<file path="src/rtl/alu_seq_ctrl.sv">
// Bit-serial ALU sequencer: one operation is evaluated LSB-first through a
// single 1-bit gate slice, with valid/ready handshakes on both sides.
module alu_seq_ctrl #(
   parameter int WIDTH = 8
) (
   input  logic             clk,
   input  logic             rst_n,
   input  logic             in_valid,
   output logic             in_ready,
   input  logic [2:0]       op,
   input  logic [WIDTH-1:0] a,
   input  logic [WIDTH-1:0] b,
   output logic             out_valid,
   input  logic             out_ready,
   output logic [WIDTH-1:0] result,
   output logic             carry_out,
   output logic             zero,
   output logic             busy
);

   localparam int CW = $clog2(WIDTH);
   localparam logic [CW-1:0] LAST = CW'(WIDTH - 1);

   localparam logic [2:0] OP_AND  = 3'b000;
   localparam logic [2:0] OP_OR   = 3'b001;
   localparam logic [2:0] OP_XOR  = 3'b010;
   localparam logic [2:0] OP_NOT  = 3'b011;
   localparam logic [2:0] OP_NAND = 3'b100;
   localparam logic [2:0] OP_NOR  = 3'b101;
   localparam logic [2:0] OP_ADD  = 3'b110;
   localparam logic [2:0] OP_SUB  = 3'b111;

   typedef enum logic [1:0] {
      IDLE,
      RUN,
      DONE
   } state_t;

   state_t           state;
   logic [2:0]       op_q;
   logic [WIDTH-1:0] a_q;
   logic [WIDTH-1:0] b_q;
   logic [WIDTH-1:0] work;
   logic [CW-1:0]    cnt;
   logic             c_q;

   logic             ai;
   logic             bi;
   logic             bx;
   logic             sum;
   logic             c_nx;
   logic             bit_r;
   logic             arith;
   logic [WIDTH-1:0] word;

   // The single shared slice: gate bit plus full-adder carry logic.
   always_comb begin
      ai    = a_q[cnt];
      bi    = b_q[cnt];
      bx    = (op_q == OP_SUB) ? ~bi : bi;
      sum   = ai ^ bx ^ c_q;
      c_nx  = (ai & bx) | (ai & c_q) | (bx & c_q);
      arith = op_q[2] & op_q[1];
      bit_r = 1'b0;
      unique case (op_q)
         OP_AND:  bit_r = ai & bi;
         OP_OR:   bit_r = ai | bi;
         OP_XOR:  bit_r = ai ^ bi;
         OP_NOT:  bit_r = ~ai;
         OP_NAND: bit_r = ~(ai & bi);
         OP_NOR:  bit_r = ~(ai | bi);
         OP_ADD:  bit_r = sum;
         OP_SUB:  bit_r = sum;
      endcase
      word = {bit_r, work[WIDTH-1:1]};
   end

   always_ff @(posedge clk or negedge rst_n) begin
      if (!rst_n) begin
         state     <= IDLE;
         op_q      <= '0;
         a_q       <= '0;
         b_q       <= '0;
         work      <= '0;
         cnt       <= '0;
         c_q       <= 1'b0;
         result    <= '0;
         carry_out <= 1'b0;
         zero      <= 1'b0;
         in_ready  <= 1'b1;
         out_valid <= 1'b0;
         busy      <= 1'b0;
      end else begin
         unique case (state)
            IDLE: begin
               if (in_valid) begin
                  op_q     <= op;
                  a_q      <= a;
                  b_q      <= b;
                  cnt      <= '0;
                  c_q      <= (op == OP_SUB);
                  state    <= RUN;
                  in_ready <= 1'b0;
                  busy     <= 1'b1;
               end
            end
            RUN: begin
               work <= word;
               c_q  <= c_nx;
               if (cnt == LAST) begin
                  cnt       <= '0;
                  result    <= word;
                  carry_out <= arith & c_nx;
                  zero      <= (word == '0);
                  out_valid <= 1'b1;
                  state     <= DONE;
               end else begin
                  cnt <= cnt + CW'(1);
               end
            end
            DONE: begin
               if (out_ready) begin
                  out_valid <= 1'b0;
                  busy      <= 1'b0;
                  in_ready  <= 1'b1;
                  state     <= IDLE;
               end
            end
            default: begin
               state     <= IDLE;
               out_valid <= 1'b0;
               busy      <= 1'b0;
               in_ready  <= 1'b1;
            end
         endcase
      end
   end

endmodule
</file>
<file path="config.mk">
export PLATFORM = sky130hd
export DESIGN_NAME = alu_seq_ctrl
export DESIGN_NICKNAME = d
export VERILOG_FILES = /design/src/rtl/alu_seq_ctrl.sv
export SDC_FILE = /design/constraint.sdc
export NUM_CORES = 1
export LEC_CHECK = 0
export CAP_MARGIN = 10
export CORE_AREA = 2 2 74 90
export CTS_BUF_LIST = sky130_fd_sc_hd__clkbuf_16
export DETAILED_ROUTE_END_ITERATION = 6
export DIE_AREA = 0 0 76 92
export DONT_BUFFER_PORTS = 1
export PLACE_DENSITY = 0.58
export SYNTH_ARGS = -nofsm -noshare
export SYNTH_HDL_FRONTEND = slang
export SYNTH_SLANG_ARGS = --single-unit
</file>
<file path="constraint.sdc">
create_clock -name clk -period 4.2 [get_ports clk]
set_input_delay 0.21 -clock clk [delete_from_list [all_inputs] [get_ports clk]]
set_output_delay 0.21 -clock clk [all_outputs]
set_load 0.005 [all_outputs]
</file>
==> flow_metrics.tcl, run 1 <==
set metrics [dict create \
    ys_seq_area_share_pct 54.1 \
    dieArea_um2 6990 \
    cts_buffers 5 \
    die_w_um 76 \
    worst_setup_path_start_kind "register" \
    fin_nets 252 \
    synth-async-reset-ratio_pct 100 \
    syn_area_um2 2080 \
    worst_ir_drop_vdd_mv 0.323 \
    avgRoutedWirePerCell_um 12.7 \
    first_iter_violations 78 \
    worst-setup-path-type "reg -> reg" \
    yosysWarnings 0 \
    final_area_um2 2340 \
    tightest_slew_ns 0.755 \
    fp.coreArea_um2 6210 \
    most-common-layout-cells "nand2_1 (108), dfrtp_1 (44), inv_1 (5), clkbuf_16 (5)" \
    synthToLayoutAreaGrowth_pct 12.3 \
    layout_commonest_cell "nand2_1" \
    period_share_pct 62.3 \
    grt_pass1_wl_um 7130 \
    vias 1435 \
    syn-mean-instance-area_um2 9.30 \
    drt_wl_total_um 3940 \
    instances_no_fill 310 \
    synth_nets 252 \
    place.gp.congestion 0.793 \
    viasPerCell 4.63 \
    drc 0 \
    die_h_um 92 \
    yosys_most_used_dff "dfrtp_1" \
    rsz0062_at_grt "false" \
    fillers 622 \
    dp_hpwl_um 2790 \
    clk_latency_ns 0.29 \
    status "completed" \
    io_pins 36 \
    power_density_nw_per_um2 814 \
    synth_cells 224 \
    start_util_pct 33.6 \
    cts.sinks 45 \
    setup_violations 0 \
    grt_pass1_vias 1444 \
    cts_max_path_buffers 2 \
    antenna_found_initial 0 \
    synth-seq-cells 45 \
    ant_nets 0 \
    clock.fmax_mhz 382 \
    maxCapViolations 0 \
    dr.pass1.iters 4 \
    power_leakage_nw 1.14 \
    fin_crit_ns 2.62 \
    skew_ns 0.00705 \
    synth_edf_count 0 \
    arrival_ns 2.75 \
    grt_max_degree 46 \
    cts_setup_buffers 0 \
    overflow 0 \
    post-place-cells 300 \
    cts.repair.resized 0 \
    std_cell_rows 32 \
    cts_max_level 2 \
    cts_root_buffer "clkbuf_16" \
    cts_tree "done" \
    cts-hold-fix-buffers 2 \
    drv_slew 0 \
    hold_path.class "in -> reg" \
    yosysUniqueCellTypes 33 \
    place_area_um2 2150 \
    diodes 0 \
    max-slew-margin-rel_pct 49.5 \
    fin_setup_tns_ns 0 \
    hold_viol_final 0 \
    crit_path_end_kind "register" \
    drive_gt1_share_pct 8.44 \
    path_clk_slew_ns 0.06 \
    cp.required_ns 4.33 \
    io_buffer_count 0 \
    grtUsageTotal_pct 13.0 \
    path_max_fanout 7 \
]
## cell usage after synthesis (all sizes together), types with 3 or more instances
cell	number	area share, %
dfrtp	44	53
a21oi	4	0.96
nand2	108	19
nor2b	3	0.90
nand3	4	0.96
mux4	4	4.3
nor2	4	0.72
a31oi	3	1.2
clkbuf	8	1.4
nand2b	3	0.90
ha	4	2.4
o21ai	7	1.7
inv	5	0.90
## per-stage QoR
step	hold WS, ns	total power, W	util (%)	worst slack, ns
finish	0.0231	0.00191	37.7	1.58
detailed placement	-0.0846	0.00152	34.7	1.57
global placement	-0.0846	0.00151	34.7	1.65
CTS	0.0195	0.00194	37.7	1.56
floorplan	-0.0856	0.00138	-	1.82
global route	0.0159	0.00209	37.7	1.38
## layer usage
| layer | wire (um) | part of all wire [%] | vias up | track usage (%) |
|---|---|---|---|---|
| met1 | 1820 | 46 | 665 | 16.9 |
| li1 | - | - | 731 | - |
| met5 | 0 | 0 | - | 0 |
| met2 | 1810 | 46 | 34 | 19.8 |
| met4 | 85 | 2.2 | 0 | 5.45 |
| met3 | 229 | 5.8 | 5 | 4.43 |
## logic make-up after synthesis
kind of cell / count (synthesis) / synth area share, %
and+or+nand+nor: 131 / 26.5
DFF: 45 / 54.1
AOI/OAI and AO/OA: 21 / 6.49
buffers and inverters: 15 / 3.06
muxes: 6 / 6.07
adders and majority gates: 5 / 3.36
xor gates and xnor gates: 1 / 0.420
## where the power goes
| group | internal [W] | switching, W | total (W) | leakage (nW) |
|---|---|---|---|---|
| Clock | 0.000223 | 0.000171 | 0.000394 | 0.0704 |
| Combinational | 0.000314 | 0.000366 | 0.000680 | 0.518 |
| Sequential | 0.000636 | 0.000195 | 0.000831 | 0.556 |
| Total | 0.00117 | 0.000732 | 0.00191 | 1.14 |
## sequential cells by signal, indices dropped and copies added (netlist names)
signal and flops:
a_q 8, b_q 8, busy 1, c_q 1, carry_out 1, cnt 3, in_ready 1, op_q 3
out_valid 1, result 8, state 2, work 7, zero 1
## final timing paths
check,start,end,slack [ns],depth (start not counted)
min,b[5],b_q[5],0.02,2
max reg2reg,cnt[0],work[7],1.58,8
min reg2reg,b_q[5],b_q[5],0.47,2
max in group asynchronous,rst_n,in_ready,3.52,2
max,cnt[0],work[7],1.58,8
min in group asynchronous,rst_n,result[2],0.42,2
## final cells by class
type	count	area, um2	area share, %
inverters	5	18.8	0.802
flip-flops and latches	45	1130	48.2
repair buffers	3	45.0	1.93
well taps	85	106	4.55
multi-input cells	164	892	38.1
clock inverters	3	25.0	1.07
clock buffers	5	125	5.35
## critical path, cell delays in order, from the launching register on
cell     delay, ns
dfrtp_1       0.53
mux4_2        0.56
mux2i_2       0.25
xor2_1        0.20
fa_1          0.43
nand2_1       0.08
o31ai_1       0.08
a21oi_1       0.24
a31oi_2       0.11
No activity file was read; power rests on OpenSTA's default activity.
==> run 2, diff against run 1 <==
ABC_AREA = 1   (was unset)
PLACE_DENSITY = 0.6   (was 0.58)
clock period = 2.4 ns   (was 4.2 ns; I/O delays follow)
==> run 2 against run 1 <==
Synthesized cell count grew 13%. Synthesized area grew 0.24%. Sequential power grew 53%. Sequential share of layout area shrank 5.3 points. Die area is the same. Power grew 76%. Combinational power grew 100%. Flip-flop and latch count is the same. Worst setup slack lost 1.5 ns. Count of clock-buffer cells in the layout is the same. Critical path type unchanged. Critical path depth grew 7.
==> flow_metrics.tcl, run 2 <==
set metrics [dict create \
    status "completed" \
    cts.sinks 45 \
    grtUsageTotal_pct 13.8 \
    layout_commonest_cell "nand2_1" \
    worst_setup_path_start_kind "register" \
    synthToLayoutAreaGrowth_pct 26.2 \
    yosys_most_used_dff "dfrtp_1" \
    die_w_um 76 \
    io_buffer_count 0 \
    cts_max_level 2 \
    fin_nets 308 \
    overflow 0 \
    worst-setup-path-type "reg -> reg" \
    start_util_pct 33.6 \
    avgRoutedWirePerCell_um 12.1 \
    viasPerCell 4.51 \
    drc 0 \
    syn_area_um2 2090 \
    first_iter_violations 95 \
    hold_path.class "in -> reg" \
    grt_pass1_wl_um 7770 \
    power_density_nw_per_um2 1270 \
    cpPeakStageDelay_ns 0.44 \
    cts_max_path_buffers 2 \
    cp_cell_sequence "buf_6, inv_8, o21ai_2, nand2_1, inv_2, o21ai_4, xor2_2, fa_1, a21oi_2, nand3_1, a21oi_1, nand2_1, nand2_1, nand2_1, nand2_1" \
    place.gp.congestion 0.798 \
    synth_cells 252 \
    fp.coreArea_um2 6210 \
    cts_root_buffer "clkbuf_16" \
    hold_viol_final 0 \
    clock.fmax_mhz 432 \
    fin_crit_ns 2.32 \
    vias 1651 \
    cp.required_ns 2.63 \
    std_cell_rows 32 \
    ant_nets 0 \
    place_ws_ns 0.0773 \
    yosysWarnings 0 \
    diodes 0 \
    path_clk_slew_ns 0.07 \
    drt_wl_total_um 4440 \
    arrival_ns 2.54 \
    fin_ws_ns 0.0848 \
    period_share_pct 96.5 \
    power.total_w 0.00335 \
    drive_gt1_share_pct 14.6 \
    worst_ir_drop_vdd_mv 0.773 \
    setup_violations 0 \
    synth_top_cell_area_share_pct 52.7 \
    place_area_um2 2160 \
    yosysTopAreaCell "dfrtp_1" \
    clk_latency_ns 0.29 \
    die_h_um 92 \
    final_area_um2 2640 \
    crit_path_end_kind "register" \
    yosysUniqueCellTypes 25 \
    grt_pass1_vias 1714 \
    power_leakage_nw 1.26 \
    dieArea_um2 6990 \
    syn-mean-instance-area_um2 8.29 \
    ys_top_cells_by_area "dfrtp_1 (53%), nand2_1 (16%), o21ai_1 (7.7%)" \
    path_max_fanout 8 \
    skew_ns 0.00844 \
    io_pins 36 \
    drv_slew 0 \
    max-slew-margin-rel_pct 71.4 \
    dp_hpwl_um 3000 \
    path_common_cell "nand2_1" \
    dr.pass1.iters 4 \
    ys_seq_area_share_pct 54.0 \
    synth-seq-cells 45 \
    rsz0062_at_grt "true" \
    holdWs_ns 0.0655 \
    synth_edf_count 0 \
    synthTopCellsByCount "nand2_1 (87), dfrtp_1 (44), o21ai_1 (32), inv_1 (23), nor2_1 (16)" \
    most-common-layout-cells "nand2_1 (85), dfrtp_1 (42), o21ai_1 (30)" \
    tightest_slew_ns 0.429 \
    fin_util_pct 42.5 \
    cts_buffers 5 \
    maxCapViolations 0 \
    synth_nets 280 \
    cts_tree "done" \
    crit_path_top_delay_cell "dfrtp_2" \
    antenna_found_initial 0 \
    synth_most_common_cell "nand2_1" \
    reg_top3 "a_q: 8 flops, b_q: 8 flops, result: 8 flops" \
    grt_max_degree 46 \
    synth-async-reset-ratio_pct 100 \
]
## run 2: cell count changes in the layout (fill, tap and decap cells not counted), sizes merged, moves of 6 or more
cell / previous run / this run
dlygate4sd3: 1 / 21
inv: 6 / 32
nand2: 108 / 87
o21ai: 7 / 34
nand3: 4 / 14
nor2: 4 / 17
buf: 2 / 8
## run 2: path summary, 6_finish.rpt
kind | start | end | slack, ns | depth (start not counted)
min in group asynchronous | rst_n | work[1] | 0.33 | 2
worst min register to register | in_ready | in_ready | 0.48 | 2
worst max-delay path | cnt[0] | zero | 0.08 | 15
worst max register to register | cnt[0] | zero | 0.08 | 15
worst min-delay path | op[0] | c_q | 0.07 | 2
max in group asynchronous | rst_n | in_ready | 1.81 | 2
## run 2: cell type report
type	instances	area [um2]
sequential	45	1130
multi-input combinational	168	827
inverter	31	124
clock inverter	3	25.0
fill	647	3570
clock buffer	5	125
timing repair buffer	29	298
tap	85	106
## run 2: layer usage
layer  track usage [%]  part of all wire, %  vias to the layer above
li1                  -                    -                      843
met1              15.3                   41                      770
met2              26.1                   54                       29
met3              3.15                  3.3                        9
met4              4.09                  1.8                        0
met5                 0                    0                        -
## run 2: timing repair
action	4_1_cts	5_1_grt
hold buffers	22	0
gates resized for setup	0	21
buffers inserted	0	4
hold endpoints to repair	65	0
endpoints found under the setup margin	0	3
## run 2: report_power, final
group	switching [W]	internal (W)
combinational	0.000836	0.000552
sequential	0.000207	0.00106
clock	0.000306	0.000391
## run 2: stage by stage
stage / setup TNS [ns] / cells
detailed placement: 0 / 332
CTS: 0 / 362
global route: -0.256 / 366
finish: 0 / 366
floorplan: 0 / 252
global placement: 0 / 332
## run 2: cells by family (layout without fill, tap and decap cells)
group | Yosys count | in the layout | synth area share (%)
compound gates | 38 | 38 | 9.95
fa+ha+maj | 5 | 5 | 3.36
simple gates | 124 | 124 | 24.1
flops | 45 | 45 | 54.0
xor+xnor | 1 | 1 | 0.419
buf+inv | 39 | 68 | 8.15
## run 2: critical path, delay by kind of cell, from the launching register on
kind	cells	cell delay, ns
simple gates	6	0.43
compound gates	4	0.50
fa+ha+maj	1	0.43
flops	1	0.44
xor+xnor	1	0.19
buf+inv	3	0.25
==> run 3, diff against run 2 <==
ABC_AREA = unset   (was 1)
CAP_MARGIN = unset   (was 10)
==> run 3 against run 2 <==
The flow now finishes with violations (negative setup slack). Non-clock buffer count increased by 2. Via count decreased by 5.5%. Clock skew decreased by 0.0042 ns. Critical path depth decreased by 7. Maximum frequency decreased by 3.8%. Utilization increased by 0.30 points. Flip-flop and latch count unchanged. Count of clock-buffer cells in the layout unchanged. Cell count decreased by 7.7%. Worst hold slack got worse by 0.064 ns. Critical endpoint unchanged. Largest cell class unchanged.
==> flow_metrics.tcl, run 3 (synthesis gave the netlist of run 1 again) <==
set metrics [dict create \
    status "finished, violations left" \
    violations "negative setup slack" \
    cp.required_ns 2.62 \
    worst_setup_path_start_kind "register" \
    holdWs_ns 0.00128 \
    cts_root_buffer "clkbuf_16" \
    std_cell_rows 32 \
    maxCapViolations 0 \
    dp_hpwl_um 2770 \
    most-common-layout-cells "nand2_1 (108), dfrtp_1 (43), dlygate4sd3_1 (20)" \
    overflow 0 \
    crit_path_end_kind "register" \
    io_buffer_count 0 \
    cts_max_level 2 \
    grtUsageTotal_pct 13.4 \
    synthToLayoutAreaGrowth_pct 27.4 \
    grt_pass1_vias 1585 \
    max-slew-margin-rel_pct 53.2 \
    worst-setup-path-type "reg -> reg" \
    antenna_found_initial 0 \
    setup_violations 1 \
    rsz0062_at_grt "true" \
    post-place-cells 308 \
    drv_slew 0 \
    start_util_pct 33.6 \
    avgRoutedWirePerCell_um 12.6 \
    die_w_um 76 \
    place_area_um2 2220 \
    clk_latency_ns 0.28 \
    cts.sinks 45 \
    skew_ns 0.00420 \
    fin_nets 280 \
    fin_setup_tns_ns -0.00653 \
    holdPathStages 2 \
    path_max_fanout 4 \
    vias 1560 \
    clock.fmax_mhz 416 \
    die_h_um 92 \
    fin_ws_ns -0.00653 \
    viasPerCell 4.62 \
    tightest_slew_ns 0.702 \
    instances_no_fill 338 \
    ant_nets 0 \
    grt_max_degree 46 \
    cts_buffers 5 \
    final_area_um2 2650 \
    drive_gt1_share_pct 12.3 \
    power_leakage_nw 1.29 \
    reg_top3 "a_q: 8 flops, b_q: 8 flops, result: 8 flops" \
    place_ws_ns -0.0983 \
    hold_viol_final 0 \
    fin_crit_ns 2.41 \
    place.gp.congestion 0.763 \
    dr.pass1.iters 4 \
    path_clk_slew_ns 0.06 \
    hold_path.class "in -> reg" \
    cts_tree "done" \
    power_density_nw_per_um2 1400 \
    period_share_pct 100 \
    grt_pass1_wl_um 7450 \
    io_pins 36 \
    cts_max_path_buffers 2 \
    layout_commonest_cell "nand2_1" \
    fp.coreArea_um2 6210 \
    drt_wl_total_um 4240 \
    worst_ir_drop_vdd_mv 0.658 \
    dieArea_um2 6990 \
    r2r_cells 8 \
    diodes 0 \
    arrival_ns 2.63 \
    first_iter_violations 60 \
    drc 0 \
]
-- run 3: cell types whose count changed in the layout (fill, tap and decap cells not counted), moves of 4 or more --
cell / change
inv_2: -9
o21ai_1: -26
nand3_1: -9
nor2_1: -9
inv_1: -15
mux4_2: +4
buf_4: +4
nand2_1: +23
-- run 3: path summary, 6_finish.rpt --
path                       startpoint  slack [ns]        end
max                            cnt[0]      -0.007       zero
min                         out_ready       0.001   in_ready
max reg2reg                    cnt[0]      -0.007       zero
min reg2reg                    b_q[6]        0.47     b_q[6]
max in group asynchronous       rst_n        1.80   in_ready
min in group asynchronous       rst_n        0.34  result[5]
-- run 3: worst max-delay path: stages (launching register included) --
cell and delay, ns:
dfrtp_2 0.43, mux4_2 0.54, mux2i_4 0.20, xor2_2 0.19
fa_1 0.45, nand2_1 0.09, o31ai_2 0.08, a211oi_1 0.22
a21o_1 0.14
-- run 3: per-stage QoR --
stage | util, % | power (W)
2_1_floorplan | - | 0.00242
6_report | 42.8 | 0.00372
4_1_cts | 42.5 | 0.00373
3_3_place_gp | 35.8 | 0.00277
5_1_grt | 42.8 | 0.00405
3_5_place_dp | 35.8 | 0.00280
-- run 3: area by class of cell --
cell class                 count  area [um2]
clock inverter                 3        42.5
inverter                       5        18.8
timing repair buffer          31         315
sequential                    45        1130
clock buffer                   5         125
tap                           85         106
multi-input combinational    164         917
fill                         595        3550
-- run 3: what timing repair did --
action	4_1_cts	5_1_grt
endpoints found under the setup margin	3	3
endpoints found under the hold margin	64	0
pin swaps	7	0
resized for setup	3	2
hold buffers	21	0
buffers inserted	1	0
cloned	0	0
-- run 3: layer usage --
layer | global-route usage [%] | up-vias | wire length (um) | part of all wire (%)
met5 | 0 | - | 0 | 0
met1 | 15.9 | 738 | 1780 | 42
met3 | 3.25 | 7 | 194 | 4.6
met4 | 5.00 | 0 | 63 | 1.5
met2 | 23.4 | 33 | 2210 | 52
li1 | - | 782 | - | -
-- run 3: report_power, final --
group / total, W / internal, W / switching (W) / leakage (nW)
Sequential: 0.00144 / 0.00111 / 0.000329 / 0.555
Clock: 0.000776 / 0.000489 / 0.000287 / 0.0852
Combinational: 0.00150 / 0.000755 / 0.000743 / 0.650
